===== src/rtl/ddr2_axi_warb.sv =====
// Two-port round-robin write-path arbiter (AW/W/B) in front of ddr2_ctrl.
// A grant spans AW acceptance through the B handshake; wlast is checked against awlen.
//
// state | meaning
// IDLE  | no owner; arbitrate pending awvalid requests
// ADDR  | AW channel of the granted master routed to the slave
// DATA  | W beats of the granted master routed; beat counter tracks awlen
// RESP  | waiting for the B handshake, then release the grant
module ddr2_axi_warb #(
    parameter int ADDR_WIDTH = 27,
    parameter int DATA_WIDTH = 32
) (
    input  logic                  ck,
    input  logic                  rst_n,
    input  logic                  m0_awvalid,
    input  logic                  m1_awvalid,
    output logic                  m0_awready,
    output logic                  m1_awready,
    input  logic [ADDR_WIDTH-1:0] m0_awaddr,
    input  logic [ADDR_WIDTH-1:0] m1_awaddr,
    input  logic [7:0]            m0_awlen,
    input  logic [7:0]            m1_awlen,
    input  logic                  m0_wvalid,
    input  logic                  m1_wvalid,
    output logic                  m0_wready,
    output logic                  m1_wready,
    input  logic                  m0_wlast,
    input  logic                  m1_wlast,
    input  logic [DATA_WIDTH-1:0] m0_wdata,
    input  logic [DATA_WIDTH-1:0] m1_wdata,
    output logic                  m0_bvalid,
    output logic                  m1_bvalid,
    input  logic                  m0_bready,
    input  logic                  m1_bready,
    output logic                  s_awvalid,
    input  logic                  s_awready,
    output logic [ADDR_WIDTH-1:0] s_awaddr,
    output logic [7:0]            s_awlen,
    output logic                  s_wvalid,
    input  logic                  s_wready,
    output logic                  s_wlast,
    output logic [DATA_WIDTH-1:0] s_wdata,
    input  logic                  s_bvalid,
    output logic                  s_bready,
    output logic                  gnt_busy,
    output logic                  gnt_id,
    output logic                  len_err
);

    typedef enum logic [1:0] {IDLE, ADDR, DATA, RESP} state_t;

    state_t          state, state_nxt;
    logic            rr_ptr, rr_nxt, gnt_nxt;
    logic [7:0]      cnt_beat, cnt_nxt;

    logic                  g_awvalid, g_wvalid, g_wlast, g_bready;
    logic [ADDR_WIDTH-1:0] g_awaddr;
    logic [7:0]            g_awlen;
    logic [DATA_WIDTH-1:0] g_wdata;

    assign g_awvalid = gnt_id ? m1_awvalid : m0_awvalid;
    assign g_awaddr  = gnt_id ? m1_awaddr  : m0_awaddr;
    assign g_awlen   = gnt_id ? m1_awlen   : m0_awlen;
    assign g_wvalid  = gnt_id ? m1_wvalid  : m0_wvalid;
    assign g_wlast   = gnt_id ? m1_wlast   : m0_wlast;
    assign g_wdata   = gnt_id ? m1_wdata   : m0_wdata;
    assign g_bready  = gnt_id ? m1_bready  : m0_bready;

    assign gnt_busy = (state != IDLE);

    always_ff @(posedge ck or negedge rst_n) begin
        if (!rst_n) begin
            state    <= IDLE;
            rr_ptr   <= 1'b0;
            gnt_id   <= 1'b0;
            cnt_beat <= 8'd0;
        end else begin
            state    <= state_nxt;
            rr_ptr   <= rr_nxt;
            gnt_id   <= gnt_nxt;
            cnt_beat <= cnt_nxt;
        end
    end

    // Every slave/master output is gated by state, so reset (state forced to IDLE) drops them at once.
    always_comb begin
        state_nxt  = state;
        rr_nxt     = rr_ptr;
        gnt_nxt    = gnt_id;
        cnt_nxt    = cnt_beat;
        m0_awready = 1'b0;
        m1_awready = 1'b0;
        m0_wready  = 1'b0;
        m1_wready  = 1'b0;
        m0_bvalid  = 1'b0;
        m1_bvalid  = 1'b0;
        s_awvalid  = 1'b0;
        s_awaddr   = '0;
        s_awlen    = 8'd0;
        s_wvalid   = 1'b0;
        s_wlast    = 1'b0;
        s_wdata    = '0;
        s_bready   = 1'b0;
        len_err    = 1'b0;
        case (state)
            IDLE: begin
                if (m0_awvalid || m1_awvalid) begin
                    gnt_nxt   = (m0_awvalid && m1_awvalid) ? rr_ptr : m1_awvalid;
                    state_nxt = ADDR;
                end
            end
            ADDR: begin
                s_awvalid  = g_awvalid;
                s_awaddr   = g_awaddr;
                s_awlen    = g_awlen;
                m0_awready = !gnt_id && s_awready;
                m1_awready = gnt_id && s_awready;
                if (g_awvalid && s_awready) begin
                    cnt_nxt   = g_awlen;
                    state_nxt = DATA;
                end
            end
            DATA: begin
                s_wvalid  = g_wvalid;
                s_wdata   = g_wdata;
                s_wlast   = g_wlast;
                m0_wready = !gnt_id && s_wready;
                m1_wready = gnt_id && s_wready;
                if (g_wvalid && s_wready) begin
                    // Saturating count: an overrun burst keeps flagging until wlast shows up.
                    cnt_nxt = (cnt_beat == 8'd0) ? 8'd0 : cnt_beat - 8'd1;
                    if (g_wlast) begin
                        len_err   = (cnt_beat != 8'd0);
                        state_nxt = RESP;
                    end else begin
                        len_err   = (cnt_beat == 8'd0);
                    end
                end
            end
            RESP: begin
                m0_bvalid = !gnt_id && s_bvalid;
                m1_bvalid = gnt_id && s_bvalid;
                s_bready  = g_bready;
                if (s_bvalid && g_bready) begin
                    rr_nxt    = ~gnt_id;
                    state_nxt = IDLE;
                end
            end
            default: state_nxt = IDLE;
        endcase
    end

endmodule

===== config.mk =====
export PLATFORM = sky130hd
export DESIGN_NAME = ddr2_axi_warb
export DESIGN_NICKNAME = d
export VERILOG_FILES = /design/src/rtl/ddr2_axi_warb.sv
export SDC_FILE = /design/constraint.sdc
export NUM_CORES = 1
export LEC_CHECK = 0
export BUFFER_PORTS_ARGS = -buffer_cell sky130_fd_sc_hd__buf_2
export CAP_MARGIN = 10
export CORE_AREA = 2 2 89 91
export DETAILED_ROUTE_END_ITERATION = 12
export DIE_AREA = 0 0 91 93
export MAX_ROUTING_LAYER = met4
export PLACE_DENSITY = 0.68
export SYNTH_ARGS = -nofsm -noshare
export SYNTH_HDL_FRONTEND = slang
export SYNTH_SLANG_ARGS = --single-unit
export TNS_END_PERCENT = 10

===== constraint.sdc =====
create_clock -name ck -period 4.6 [get_ports ck]
set_clock_uncertainty 0.05 [all_clocks]
set_input_delay 0.23 -clock ck [delete_from_list [all_inputs] [get_ports ck]]
set_output_delay 0.23 -clock ck [all_outputs]
set_load 0.005 [all_outputs]

## Word level (Yosys, flattened, before mapping)

Index checks and enable logic that the tools add are counted.

- Register bits: 12
- Input bits: 147

- $add $sub $neg: 1
- Equal/unequal tests: 8
- Mux-type cells: 34
- Bitwise logic cells: 1
- Reduce and logical (&&, ||, !) cells: 21

Operator list:

| cell | count |
|---|---|
| $mux 32 | 2 |
| $mux 27 | 2 |
| $mux 8 | 5 |
| $mux 1 | 18 |
| $pmux 8 s2 | 1 |
| $logic_and 1x1->1 | 10 |
| $mux 2 | 5 |
| $ne 2x2->1 const B | 5 |
| $logic_not 8->1 | 1 |
| $pmux 2 s4 | 1 |
| $reduce_bool 8->1 | 1 |
| $sub 8x1->8 const B | 1 |
| $reduce_and 5->1 | 1 |
| $eq 2x2->1 const B | 2 |
| $reduce_and 2->1 | 2 |
| $reduce_bool 2->1 | 2 |
| $reduce_and 3->1 | 1 |
| $eq 2x1->1 const B | 1 |
| $logic_not 2->1 | 1 |
| $logic_not 1->1 | 1 |
| $logic_or 1x1->1 | 1 |
| $not 1->1 | 1 |

## Longest topological paths before layout

- Depth in word-level cells: 4
- Depth in mapped cells: 8

## Worst setup path before layout

No wires, ideal clock.

- Path type: reg2reg
- Start: reg state[0]
- End: reg cnt_beat[0]
- Arrival: 1.744 ns
- Required time: 4.425 ns
- Slack: 2.681 ns
- Stages on the path, launching flop included: 9
- Cells stage by stage: dfrtp_1 -> inv_1 -> ha_1 -> buf_6 -> nand2_1 -> o2bb2ai_1 -> and2_1 -> buf_6 -> mux2_4

- Longest elaborated chain between the ends: 3

Ends and longest elaborated chain:

| what | line | RTL |
|---|---|---|
| start: declaration | 52 | `state_t state, state_nxt;` |
| start signal: assignment | 78 | `state <= state_nxt;` |
| $eq 2x2->1 / $eq 2x1->1 (equally long branches) | 105 | `case (state)` |
| $ne 2x2->1 (no line) / $reduce_bool 2->1 (equally long branches) | - |  |
| $reduce_and 3->1 (no line) | - |  |
| end signal: assignment | 81 | `cnt_beat <= cnt_nxt;` |
| end: declaration | 54 | `logic [7:0] cnt_beat, cnt_nxt;` |

Parallel ways exist; a longest one is shown, timed or not.
A chain may end at the register's enable or synchronous reset.

## Worst setup path in the final report

Same ends and word-level chain as after synthesis.

==> summary by stage <==
CTS
The number of clock buffers added by TritonCTS is 3. The number of H-tree branching levels is 1. TritonCTS built the clock tree.

In this run the deepest clock path goes through 2 buffers. The number of gates resized after CTS was 0. The later-pin clock latency in the skew report is 0.25 ns.

In this run the clock root is driven by a sky130_fd_sc_hd__clkbuf_8. The clock slew seen by the registers of the worst setup and hold paths is 0.06 ns. Buffers inserted to repair hold after CTS numbered 1.

The sink count of the clock tree is 12. Buffers added to address setup during post-CTS repair amount to 0.

Power
IR analysis of the VDD net gives a maximum drop of 0.000191 V. The total power density per cell area is 511 nW/um^2. The leakage power summed over all cells is 2.04 nW.

Timing
The hold violation count in the final report was 0. The final max-slew violation count is 0. Final hold analysis gives a worst-case slack of 0.141 ns. For the finished layout, the period the worst path requires is 2.62 ns. For this run, the top clock speed supported by timing is 382 MHz.

The setup-violating endpoint count in the final report is 0. The final clock period utilization by the worst path is 0.570. The headroom to the max-slew limit is 0.337. Setup repair after global routing left no endpoint under its margin. At the pin with the least slew margin, the transition time is 0.995 ns. Adding up every negative setup slack in the final design gives 0 ns.

Global routing
The maximum number of pins on one net before global-route repair is 45. The first-pass GRT wire length is 11200 um. The global-route congestion overflow total is 0.

The number of global-route vias before repair came to 2597. For this run, the total global-route usage over all layers was measured as 0.161. The initial antenna violation count is 0.

Logic synthesis
For this run, the number of Yosys warnings is 0. The number of enable-type register cells in the synthesized netlist is 0. Summing every instance area after synthesis gives 2070 um^2. The flip-flop cell with the highest count after synthesis is sky130_fd_sc_hd__dfrtp_1. In the synthesized netlist the async set-or-reset flop fraction comes to 1.00.

After synthesis, the mean cell area works out to 8.03 um^2. Synthesis inferred 12 register bits. The synthesized netlist cell count is 258. The number of nets in the synthesized netlist is 411.

The share of the Yosys chip area taken by registers is 0.145. The count of different cell masters after synthesis is 44.

Worst setup path
Together, buffers and inverters on the worst path number 1. The top fanout value on the critical path is 18. The critical path class is flop to flop.

Traced cell by cell, the critical path runs through inv_1 > ha_1 > nand2_1 > o2bb2ai_1 > and2_1 > mux2_4. The critical path required time is 4.69 ns. The cell family contributing the most delay on the critical path is simple AND/OR/NAND/NOR gates. The largest individual stage delay along the critical path comes from the cell sky130_fd_sc_hd__ha_1. Data arrives at the worst endpoint at 2.71 ns. STA classifies the critical path startpoint as a flop. The critical path capture point type is a flop.

The highest cell delay on the worst timing path is 0.58 ns.

Finish
The net count of the finished layout is 624. Of the cells placed in the final design, the portion with a size suffix greater than 1 is 0.515. The area added between synthesis and finish is 59.2%. The count of filler cells inserted in the layout is 778.

The multi-input combinational cells in the finished layout cover a total of 1630 um^2. The register cell area after layout is 304 um^2. The repair_antennas step left the layout with diodes totalling 0.

Run
Across the run, the number of max-cap violations was 0.

Routing
For this run, the detailed router's first-pass iteration total came to 4. In the final routed layout, each cell accounts on average for 12.6 um. The post-detailed-routing wire length is 7200 um. The total via count in the routed design is 2666. The first routing iteration left 98 violations. The detail-routed via count per cell is 4.66. The number of remaining DRC errors is 0. The count of nets left with antenna violations once routing finished came out at 0.

Floorplan
The die area is 8460 um^2. The die span in x is 91 um. The floorplan has 32 rows. For this configuration, the core starts out at a cell density of 0.275. The boundary pin count is 227. The height of the die is 93 um.

The core area is 7530 um^2.

Placement
The congestion estimate from routability-driven global placement came to 0.820. The HPWL after detailed placement is 5900 um. The count of input and output buffers is 226.

Status
The run finished with clean final reports.

Worst hold path
The class of the worst hold path is primary input to flop.
==> per-layer routing <==
metal,vias to the layer above,part of all wire,GRT usage
met5,-,0,-
met4,0,0.012,0.0480
li1,1338,-,-
met3,7,0.092,0.0266
met1,1165,0.38,0.173
met2,156,0.52,0.304
==> where the power goes <==
group / switching (mW) / total (mW) / internal, mW
Sequential: 0.134 / 0.296 / 0.162
Clock: 0.0452 / 0.121 / 0.0760
Combinational: 0.610 / 1.27 / 0.658
==> state kept, by name (all words and copies together), names as in the netlist <==
signal    cells
cnt_beat      8
state         2
gnt_id        1
rr_ptr        1
==> logic make-up (layout without fill, tap and decap cells) <==
kind of cell / after synthesis / after routing / share of synthesized area
xor+xnor: 1 / 1 / 0.00423
compound gates: 31 / 31 / 0.122
flops: 12 / 12 / 0.145
mux: 74 / 74 / 0.363
simple gates: 105 / 105 / 0.260
buf+inv: 29 / 241 / 0.0700
fa+ha+maj: 6 / 6 / 0.0362
==> placed cells by master, fill, tap and decap left out, types with 2 or more instances in the layout <==
master                     Yosys  routed
sky130_fd_sc_hd__a22o_1        4       4
sky130_fd_sc_hd__a31oi_1       2       2
sky130_fd_sc_hd__and3_1        3       3
sky130_fd_sc_hd__buf_2         7     226
sky130_fd_sc_hd__buf_4         1       2
sky130_fd_sc_hd__clkbuf_8      0       4
sky130_fd_sc_hd__dfrtp_1      12      11
sky130_fd_sc_hd__ha_1          6       6
sky130_fd_sc_hd__inv_1         8       8
sky130_fd_sc_hd__mux2_4        2       2
sky130_fd_sc_hd__mux2i_1      71      71
sky130_fd_sc_hd__nand2_1       7       7
sky130_fd_sc_hd__nand3_1       6       6
sky130_fd_sc_hd__nor2_1       39      39
sky130_fd_sc_hd__nor2b_1      37      37
sky130_fd_sc_hd__nor3_1        4       4
sky130_fd_sc_hd__o211ai_1      3       3
sky130_fd_sc_hd__o21ai_0       5       5
sky130_fd_sc_hd__o22ai_1       2       2
sky130_fd_sc_hd__o32ai_1       3       3
sky130_fd_sc_hd__or3_1         2       2
==> worst paths after layout <==
path	start	endpoint	slack, ns	cells after the start
min in group asynchronous	rst_n	rr_ptr	0.34	2
max in group asynchronous	rst_n	gnt_id	3.90	2
setup reg to reg	state[0]	cnt_beat[0]	1.98	6
setup / recovery	state[0]	cnt_beat[0]	1.98	6
hold / removal	m0_awvalid	gnt_id	0.14	2
hold reg to reg	cnt_beat[6]	cnt_beat[6]	0.45	1
==> worst reg2reg max path: stages, from the launching register on <==
cell and delay [ns]:
sky130_fd_sc_hd__dfrtp_1 0.41, sky130_fd_sc_hd__inv_1 0.12, sky130_fd_sc_hd__ha_1 0.58, sky130_fd_sc_hd__nand2_1 0.18
sky130_fd_sc_hd__o2bb2ai_1 0.43, sky130_fd_sc_hd__and2_1 0.41, sky130_fd_sc_hd__mux2_4 0.33
==> synthesized netlist by cell type (all sizes together), types with 2 or more instances <==
| cell | count | area share |
|---|---|---|
| dfrtp | 12 | 0.14 |
| o32ai | 3 | 0.013 |
| o21ai | 6 | 0.016 |
| ha | 6 | 0.036 |
| o31ai | 2 | 0.014 |
| inv | 8 | 0.014 |
| nand2 | 7 | 0.013 |
| mux2 | 3 | 0.020 |
| clkbuf | 10 | 0.019 |
| nor3 | 4 | 0.0097 |
| nor2b | 37 | 0.11 |
| or3 | 3 | 0.0097 |
| a22o | 5 | 0.022 |
| nor2 | 39 | 0.071 |
| nand3 | 6 | 0.014 |
| a31oi | 2 | 0.0060 |
| o22ai | 2 | 0.0060 |
| buf | 11 | 0.037 |
| or4 | 2 | 0.0091 |
| and3 | 3 | 0.0091 |
| mux2i | 71 | 0.34 |
| o211ai | 3 | 0.011 |
==> metrics by stage <==
stage          cell area (um^2)  cells  power (mW)   util  setup WS (ns)
6_report                   3300    572        1.69  0.438           1.98
4_1_cts                    3300    572        1.70  0.438           1.93
3_3_place_gp               3230    567        1.55  0.430           2.02
5_1_grt                    3300    572        1.85  0.438           1.71
2_1_floorplan              2070    258        1.19      -           2.68
3_5_place_dp               3230    567        1.58  0.430           1.95
==> area by class of cell <==
cell class / instances / share of cell area
Multi-Input combinational cell: 217 / 0.493
Timing Repair Buffer: 229 / 0.350
Sequential cell: 12 / 0.0922
Tap cell: 102 / 0.0387
Clock buffer: 4 / 0.0167
Inverter: 8 / 0.00910
No activity file was read; power rests on OpenSTA's default activity.
